[src/rtl/gac_fifo_pkg.sv]
// Shared constants for the eight-entry instruction FIFO.
// Sizes and flag decode values used by the top level and its read mux.
package gac_fifo_pkg;

  localparam int unsigned FIFO_DEPTH = 8;
  localparam int unsigned PTR_W      = 3;
  localparam int unsigned CNT_W      = 4;

  localparam logic [CNT_W-1:0] CNT_EMPTY = 4'd0;
  localparam logic [CNT_W-1:0] CNT_FULL  = 4'd8;

  // Pointer advance; the natural 3-bit overflow gives the 7->0 wrap.
  function automatic logic [PTR_W-1:0] ptr_inc(input logic [PTR_W-1:0] ptr);
    return ptr + 3'd1;
  endfunction

endpackage

[src/rtl/gac_fifo_8_if.sv]
// Push/pop handshake bundle between the front end and the instruction FIFO.
// The master modport is the producer/consumer side; slave is the FIFO.
interface gac_fifo_8_if #(
  parameter int unsigned WIDTH = 32
);
  import gac_fifo_pkg::*;

  logic             push;
  logic [WIDTH-1:0] wr_data;
  logic             pop;
  logic [WIDTH-1:0] rd_data;
  logic             empty;
  logic             full;
  logic [CNT_W-1:0] count;
  logic             overflow;
  logic             underflow;

  modport master (
    output push, wr_data, pop,
    input  rd_data, empty, full, count, overflow, underflow
  );

  modport slave (
    input  push, wr_data, pop,
    output rd_data, empty, full, count, overflow, underflow
  );

endinterface

[src/rtl/gac_mux_8t1.sv]
// Single-bit 8:1 multiplexer, built as a three-level 2:1 tree.
module gac_mux_8t1 (
  input  logic [7:0] d,
  input  logic [2:0] sel,
  output logic       y
);

  logic [3:0] lvl1;
  logic [1:0] lvl2;

  always_comb begin
    for (int i = 0; i < 4; i++) begin
      lvl1[i] = sel[0] ? d[2*i+1] : d[2*i];
    end
    lvl2[0] = sel[1] ? lvl1[1] : lvl1[0];
    lvl2[1] = sel[1] ? lvl1[3] : lvl1[2];
    y       = sel[2] ? lvl2[1] : lvl2[0];
  end

endmodule

[src/rtl/gac_mux_8t1_w.sv]
// WIDTH-bit 8:1 multiplexer: one gac_mux_8t1 per data bit, shared select.
module gac_mux_8t1_w
  import gac_fifo_pkg::*;
#(
  parameter int unsigned WIDTH = 32
) (
  input  logic [FIFO_DEPTH-1:0][WIDTH-1:0] d,
  input  logic [PTR_W-1:0]                 sel,
  output logic [WIDTH-1:0]                 y
);

  for (genvar b = 0; b < WIDTH; b++) begin : g_bit
    logic [FIFO_DEPTH-1:0] column;

    for (genvar e = 0; e < FIFO_DEPTH; e++) begin : g_entry
      assign column[e] = d[e][b];
    end

    gac_mux_8t1 u_mux (
      .d   (column),
      .sel (sel),
      .y   (y[b])
    );
  end

endmodule

[src/rtl/gac_fifo_8.sv]
// Eight-entry first-word-fall-through FIFO between fetch and decode.
// Flags decode from the registered count; rd_data is a pure mux of storage.
module gac_fifo_8
  import gac_fifo_pkg::*;
#(
  parameter int unsigned WIDTH = 32
) (
  input  logic clk,
  input  logic rst_n,
  gac_fifo_8_if.slave bus
);

  logic [FIFO_DEPTH-1:0][WIDTH-1:0] storage_q;
  logic [PTR_W-1:0]                 wr_ptr_q, wr_ptr_d;
  logic [PTR_W-1:0]                 rd_ptr_q, rd_ptr_d;
  logic [CNT_W-1:0]                 count_q, count_d;
  logic                             overflow_q, overflow_d;
  logic                             underflow_q, underflow_d;
  logic                             is_empty, is_full;
  logic                             push_ok, pop_ok;

  assign is_empty = (count_q == CNT_EMPTY);
  assign is_full  = (count_q == CNT_FULL);

  always_comb begin
    push_ok     = bus.push & ~is_full;
    pop_ok      = bus.pop & ~is_empty;
    wr_ptr_d    = push_ok ? ptr_inc(wr_ptr_q) : wr_ptr_q;
    rd_ptr_d    = pop_ok ? ptr_inc(rd_ptr_q) : rd_ptr_q;
    count_d     = count_q + {3'b000, push_ok} - {3'b000, pop_ok};
    overflow_d  = bus.push & is_full;
    underflow_d = bus.pop & is_empty;
  end

  always_ff @(posedge clk) begin
    if (!rst_n) begin
      storage_q   <= '0;
      wr_ptr_q    <= '0;
      rd_ptr_q    <= '0;
      count_q     <= '0;
      overflow_q  <= 1'b0;
      underflow_q <= 1'b0;
    end else begin
      if (push_ok) begin
        storage_q[wr_ptr_q] <= bus.wr_data;
      end
      wr_ptr_q    <= wr_ptr_d;
      rd_ptr_q    <= rd_ptr_d;
      count_q     <= count_d;
      overflow_q  <= overflow_d;
      underflow_q <= underflow_d;
    end
  end

  gac_mux_8t1_w #(
    .WIDTH (WIDTH)
  ) u_rd_mux (
    .d   (storage_q),
    .sel (rd_ptr_q),
    .y   (bus.rd_data)
  );

  assign bus.empty     = is_empty;
  assign bus.full      = is_full;
  assign bus.count     = count_q;
  assign bus.overflow  = overflow_q;
  assign bus.underflow = underflow_q;

endmodule

[src/flat_wrapper.sv]
// flat-port wrapper written by rule: the top's interface ports become plain ports
module gac_fifo_8_flat import gac_fifo_pkg::*;
#(
  parameter int unsigned WIDTH = 32
)
  (clk, rst_n, bus_push, bus_wr_data, bus_pop, bus_rd_data, bus_empty, bus_full, bus_count, bus_overflow, bus_underflow);
  gac_fifo_8_if #(.WIDTH(WIDTH)) bus_i ();
  input  logic clk;
  input  logic rst_n;
  input wire logic [$bits(bus_i.push)-1:0] bus_push;
  input wire logic [$bits(bus_i.wr_data)-1:0] bus_wr_data;
  input wire logic [$bits(bus_i.pop)-1:0] bus_pop;
  output wire logic [$bits(bus_i.rd_data)-1:0] bus_rd_data;
  output wire logic [$bits(bus_i.empty)-1:0] bus_empty;
  output wire logic [$bits(bus_i.full)-1:0] bus_full;
  output wire logic [$bits(bus_i.count)-1:0] bus_count;
  output wire logic [$bits(bus_i.overflow)-1:0] bus_overflow;
  output wire logic [$bits(bus_i.underflow)-1:0] bus_underflow;
  assign bus_i.push = bus_push;
  assign bus_i.wr_data = bus_wr_data;
  assign bus_i.pop = bus_pop;
  assign bus_rd_data = bus_i.rd_data;
  assign bus_empty = bus_i.empty;
  assign bus_full = bus_i.full;
  assign bus_count = bus_i.count;
  assign bus_overflow = bus_i.overflow;
  assign bus_underflow = bus_i.underflow;
  gac_fifo_8 #(.WIDTH(WIDTH)) u_core (.clk(clk), .rst_n(rst_n), .bus(bus_i));
endmodule
[config.mk]
export PLATFORM = sky130hd
export DESIGN_NAME = gac_fifo_8_flat
export DESIGN_NICKNAME = d
export VERILOG_FILES = /design/src/rtl/gac_fifo_pkg.sv /design/src/rtl/gac_fifo_8_if.sv /design/src/rtl/gac_mux_8t1.sv /design/src/rtl/gac_mux_8t1_w.sv /design/src/rtl/gac_fifo_8.sv /design/src/flat_wrapper.sv
export SDC_FILE = /design/constraint.sdc
export NUM_CORES = 1
export LEC_CHECK = 0
export ABC_AREA = 1
export CAP_MARGIN = 10
export CELL_PAD_IN_SITES_DETAIL_PLACEMENT = 1
export CELL_PAD_IN_SITES_GLOBAL_PLACEMENT = 1
export CORE_MARGIN = 1
export CORE_UTILIZATION = 40
export DETAILED_ROUTE_END_ITERATION = 8
export MAX_ROUTING_LAYER = met4
export PLACE_DENSITY_LB_ADDON = 0.1
export SLEW_MARGIN = 30
export SYNTH_ARGS = -nofsm -noshare
export SYNTH_HDL_FRONTEND = slang
export SYNTH_SLANG_ARGS = --single-unit
[constraint.sdc]
create_clock -name clk -period 2.3 [get_ports clk]
set_input_delay 0.575 -clock clk [delete_from_list [all_inputs] [get_ports clk]]
set_output_delay 0.575 -clock clk [all_outputs]
set_load 0.01 [all_outputs]
**Word level (Yosys, flattened, before mapping)**

Cells that the tools add are included.
Widths: inputs -> output; s select.

- $add $sub $neg: 4
- Order comparisons: 2
- Equality and inequality tests: 1
- Muxes and demuxes: 227
- Bitwise operators: 6
- Reduce and logical (&&, ||, !) cells: 2

Operators by type and width:

| operator | number |
|---|---|
| $bwmux 256 | 1 |
| $mux 1 | 224 |
| $demux 32 s3 | 1 |
| $mux 32 | 1 |
| $add 3x1->3 const B | 2 |
| $add 4x1->4 | 1 |
| $and 1x1->1 | 4 |
| $eq 4x4->1 const B | 1 |
| $logic_not 4->1 | 1 |
| $lt 3x4->1 const B | 1 |
| $sub 4x1->4 | 1 |
| $ge 3x1->1 const B | 1 |
| $not 1->1 | 2 |
| $logic_and 1x1->1 | 1 |

- Register bits after elaboration: 268
- Input bits: 36
- Output and inout port bits: 40
- Logic and storage cells: 255

**Depth between registers and ports, before layout**

- Depth after elaboration: 5
- Gate-level depth with buffers: 12
- Depth with buffers taken out: 12

**Hierarchy**

Synthesis repeated with hierarchy kept, for this count alone.

- Cells, all modules: 2,503
- Area, all modules: 14,611.5 sq um

By module, submodules not included:

| module | times used | cells each | area each (sq um) | seq. area each (sq um) |
|---|---|---|---|---|
| gac_fifo_8 | 1 | 1,607 | 11,088.1 | 5,365.1 |
| gac_mux_8t1 | 32 | 28 | 110.1 | 0.0 |

**Worst setup path before layout**

Ideal clock, no wire load.

- Path kind: flip-flop to flip-flop
- From: register u_core.count_q[2], in the netlist u_core.bus.count[2]
- To: register u_core.count_q[2], in the netlist u_core.bus.count[2]
- Data arrival time: 1.914 ns
- Data required time: 2.185 ns
- Slack: 0.271 ns
- Stages on the path, launching flop included: 12
- Cells stage by stage: dfxtp_1 -> inv_1 -> ha_1 -> nand3_1 -> nand2_1 -> inv_1 -> ha_1 -> inv_1 -> ha_1 -> fa_1 -> xnor2_1 -> nor2_1

RTL lines:

| what | line | source |
|---|---|---|
| from (decl) | gac_fifo_8.sv:16 | `logic [CNT_W-1:0] count_q, count_d;` |
| from (signal assigned) | gac_fifo_8.sv:49 | `count_q <= count_d;` |
| $logic_not 4->1 | gac_fifo_8.sv:22 | `assign is_empty = (count_q == CNT_EMPTY);` |
| $not 1->1 | gac_fifo_8.sv:27 | `pop_ok = bus.pop & ~is_empty;` |
| $and 1x1->1 | gac_fifo_8.sv:27 |  |
| named net u_core.pop_ok | gac_fifo_8.sv:20 | `logic push_ok, pop_ok;` |
| $sub 4x1->4 | gac_fifo_8.sv:30 | `count_d = count_q + {3'b000, push_ok} - {3'b000, pop_ok};` |

The timed path passes the listed nets, and every way through them passes these cells.
A chain may end at the register's enable or synchronous reset.

**Final worst setup path**

- From: register u_core.rd_ptr_q[0]
- To: output port bus_rd_data[27]

- Word-level cells in the longest chain between the ends: 3

RTL lines:

| what | line | source |
|---|---|---|
| from (decl) | gac_fifo_8.sv:15 | `logic [PTR_W-1:0] rd_ptr_q, rd_ptr_d;` |
| from (signal assigned) | gac_fifo_8.sv:48 | `rd_ptr_q <= rd_ptr_d;` |
| $mux 1 | gac_mux_8t1.sv:13 | `lvl1[i] = sel[0] ? d[2*i+1] : d[2*i];` |
| $mux 1, on equally long branches | gac_mux_8t1.sv:15, gac_mux_8t1.sv:16 |  |
| $mux 1 * | gac_mux_8t1.sv:17 | `y = sel[2] ? lvl2[1] : lvl2[0];` |
| to (decl) | flat_wrapper.sv:13 | `output wire logic [$bits(bus_i.rd_data)-1:0] bus_rd_data;` |

Every way passes the cells marked *; elsewhere a longest branch is shown, timed or not.

==> flow_metrics.env <==
export IMPL_status="complete, but fails checks"
export IMPL_violations="setup timing"
export IMPL_ys_ff_latch=268
export IMPL_busiest_layer="met2"
export IMPL_place_ws_ps=-134
export IMPL_grt_max_degree=156
export IMPL_wire_per_inst_um=19.4
export IMPL_fin_nets=2242
export IMPL_fin_ws_ps=-394
export IMPL_synth_fa_ha_area_frac=0.00865
export IMPL_design_core_area_um2=33900
export IMPL_overflow=0
export IMPL_cts_htree_levels=1
export IMPL_cp_startpoint="u_core.rd_ptr_q[0]"
export IMPL_ioPinCount=76
export IMPL_firstDrtPassIters=6
export IMPL_ys_types=24
export IMPL_root_buffer="clkbuf_16"
export IMPL_antenna_cells=0
export IMPL_cts_tree="built"
export IMPL_clk_pin_slew_ps=70
export IMPL_p_leak_nw=7.66
export IMPL_die_height_um=188
export IMPL_cp_required_ps=1730
export IMPL_ys_seq_area_frac=0.387
export IMPL_regArea_um2=5370
export IMPL_die_area_um2=35500
export IMPL_synth_async_reset_ratio=0
export IMPL_finalSetupViolations=32
export IMPL_synthMuxAreaShare=0
export IMPL_synth_compound_area_frac=0.0548
export IMPL_cts_buffer_depth=3
export IMPL_die_w_um=188
export IMPL_via_count=14360
export IMPL_crit_path_max_fanout=7
export IMPL_layout_min_cycle_time_ps=2690
export IMPL_grt_use_met1=0.417
export IMPL_max_cap_viol_count=0
export IMPL_hold_buffers=0
export IMPL_cp_start_kind="flip-flop"
export IMPL_syn_avg_cell_area_um2=6.31
export IMPL_ir_drop_mv=0.678
export IMPL_ys_warn_count=0
export IMPL_cts_buffers=31
export IMPL_netlist_area_um2=13900
export IMPL_grt_pass1_vias=14404
export IMPL_p_total_mw=17.7
export IMPL_dp_hpwl_um=30000
export IMPL_synth_edf_count=0
export IMPL_hold_viol=0
export IMPL_synth_xor_area_share=0.000631
export IMPL_path_class="flip-flop to primary output"
export IMPL_syn2layout_area_growth_pct=21.1
export IMPL_wirelength_um=51800
export IMPL_drc_errors=0
export IMPL_final_common_cell="nor2_1"
export IMPL_finalHoldWorstSlack_ps=392
export IMPL_met3_usage=0.0268
export IMPL_grt_pass1_wl_um=81700
export IMPL_finalWeightedCongestion=0.774
export IMPL_nFillCells=4441
export IMPL_antenna_found_initial=0
export IMPL_critPathCaptureType="primary output"
export IMPL_row_count=67
export IMPL_initial_utilization=0.410
export IMPL_synth_ff_type="dfxtp_1"
export IMPL_post_route_period_util=1.17
export IMPL_initialDrtViolationCount=1095
export IMPL_synth_top_family_by_area="simple AND/OR/NAND/NOR gates"
export IMPL_worst_pin_slew_ps=803
export IMPL_final_layout_size_suffix_gt1_frac=0.125
export IMPL_grt_total_usage=0.302
export IMPL_multi_input_area_um2=7280
export IMPL_rsz0062_at_grt="yes"
export IMPL_met2_usage=0.468
export IMPL_layout_common_cells="nor2_1 (681), nand2_1 (494), dfxtp_1 (265)"
export IMPL_clock_latency_ps=560
export IMPL_p_per_area_nw_per_um2=1050
export IMPL_hold_class="input pin to flip-flop"
export IMPL_slew_viol_final=0
export IMPL_port_buffers=75
export IMPL_syn_inst=2201
export IMPL_synth_simple_area_share=0.438
export IMPL_antenna_left=0
export IMPL_syn_num_nets=2246
export IMPL_clock_sinks=268
export IMPL_max_freq_ghz=0.371
export IMPL_drt_vias_per_instance=5.38
export IMPL_hold_start="bus_push"
export IMPL_clock_skew_ps=18.6
export IMPL_arrival_ps=2120
export IMPL_rr_startpoint="u_core.bus.count[2]"
export IMPL_timing_slew_headroom=0.464
==> path summary, 6_finish.rpt <==
path	cells past startpoint	end	slack (ps)
setup / recovery	10	bus_rd_data[27]	-390
hold / removal	3	u_core.wr_ptr_q[2]	390
setup reg to reg	11	u_core.bus.count[2]	210
hold reg to reg	2	u_core.storage_q[114]	470
==> timing repair <==
action	CTS	global route
pin swaps	57	46
buffers inserted	15	2
cloned	10	2
resized for setup	257	61
endpoints found under the hold margin	0	0
setup endpoints to repair	34	33
==> logic make-up (layout without fill, tap and decap cells) <==
| group | after synthesis | in the layout |
|---|---|---|
| AOI/OAI and AO/OA | 136 | 136 |
| and+or+nand+nor | 1465 | 1465 |
| xor gates and xnor gates | 1 | 1 |
| adders and majority gates | 9 | 9 |
| buffers and inverters | 322 | 342 |
| DFF | 268 | 268 |
==> power by group <==
group	total (mW)	internal, mW	switching (mW)	leakage (nW)
combinational	7.36	2.86	4.50	4.97
sequential	5.34	5.05	0.289	2.18
clock	5.01	2.95	2.06	0.516
==> per-layer routing <==
| layer | wire [um] | up-vias |
|---|---|---|
| li1 | - | 6924 |
| met1 | 24900 | 6985 |
| met2 | 23300 | 358 |
| met3 | 2360 | 93 |
| met4 | 1260 | 0 |
| met5 | 0 | - |
==> flip-flops by register name, indices dropped and copies added (netlist names) <==
signal and count:
u_core.bus.underflow 1, u_core.wr_ptr_q 3, u_core.storage_q 256, u_core.bus.count 4, u_core.rd_ptr_q 3, u_core.bus.overflow 1
==> critical path, stage by stage, from the launching register on <==
cell       delay (ps)
dfxtp_4           380
buf_4             140
buf_12            140
clkbuf_16         170
nor2_1            100
nor2_1             50
o21ai_0           100
nand2_1           130
nand2_2           140
nand2_4            80
buf_6             120
==> through the flow <==
step / cells / TNS (ps) / area (um^2) / util
after floorplan: 2201 / 0 / 13900 / -
after global placement: 2584 / -307 / 14900 / 0.441
after detailed placement: 2584 / -665 / 14900 / 0.441
after CTS: 2666 / -7410 / 16600 / 0.490
after global routing: 2669 / -9790 / 16800 / 0.496
final: 2669 / -7560 / 16800 / 0.496
==> layout make-up <==
cell class / instances / area share
clock inverters: 5 / 0.00156
well taps: 448 / 0.0334
flip-flops and latches: 268 / 0.320
inverters: 119 / 0.0269
repair buffers: 166 / 0.125
clock buffers: 52 / 0.0599
multi-input cells: 1611 / 0.433
==> cell usage after synthesis, types with 2 or more instances <==
cell type / instances / area (um^2)
nand3_1: 11 / 55.1
dfxtp_1: 268 / 5370
buf_2: 87 / 435
inv_1: 113 / 424
buf_4: 47 / 353
buf_6: 7 / 78.8
nand2_1: 529 / 1990
clkbuf_1: 45 / 169
o211ai_1: 32 / 240
a21oi_1: 4 / 20.0
buf_1: 17 / 63.8
inv_2: 6 / 22.5
nor2_1: 718 / 2700
nor2_2: 8 / 50.1
nand3_4: 3 / 52.6
o21ai_1: 12 / 60.1
nor2_4: 2 / 22.5
ha_1: 8 / 100
o21ai_0: 88 / 440
nand4_1: 192 / 1200
Note: power is estimated with default switching activity, not from simulation.
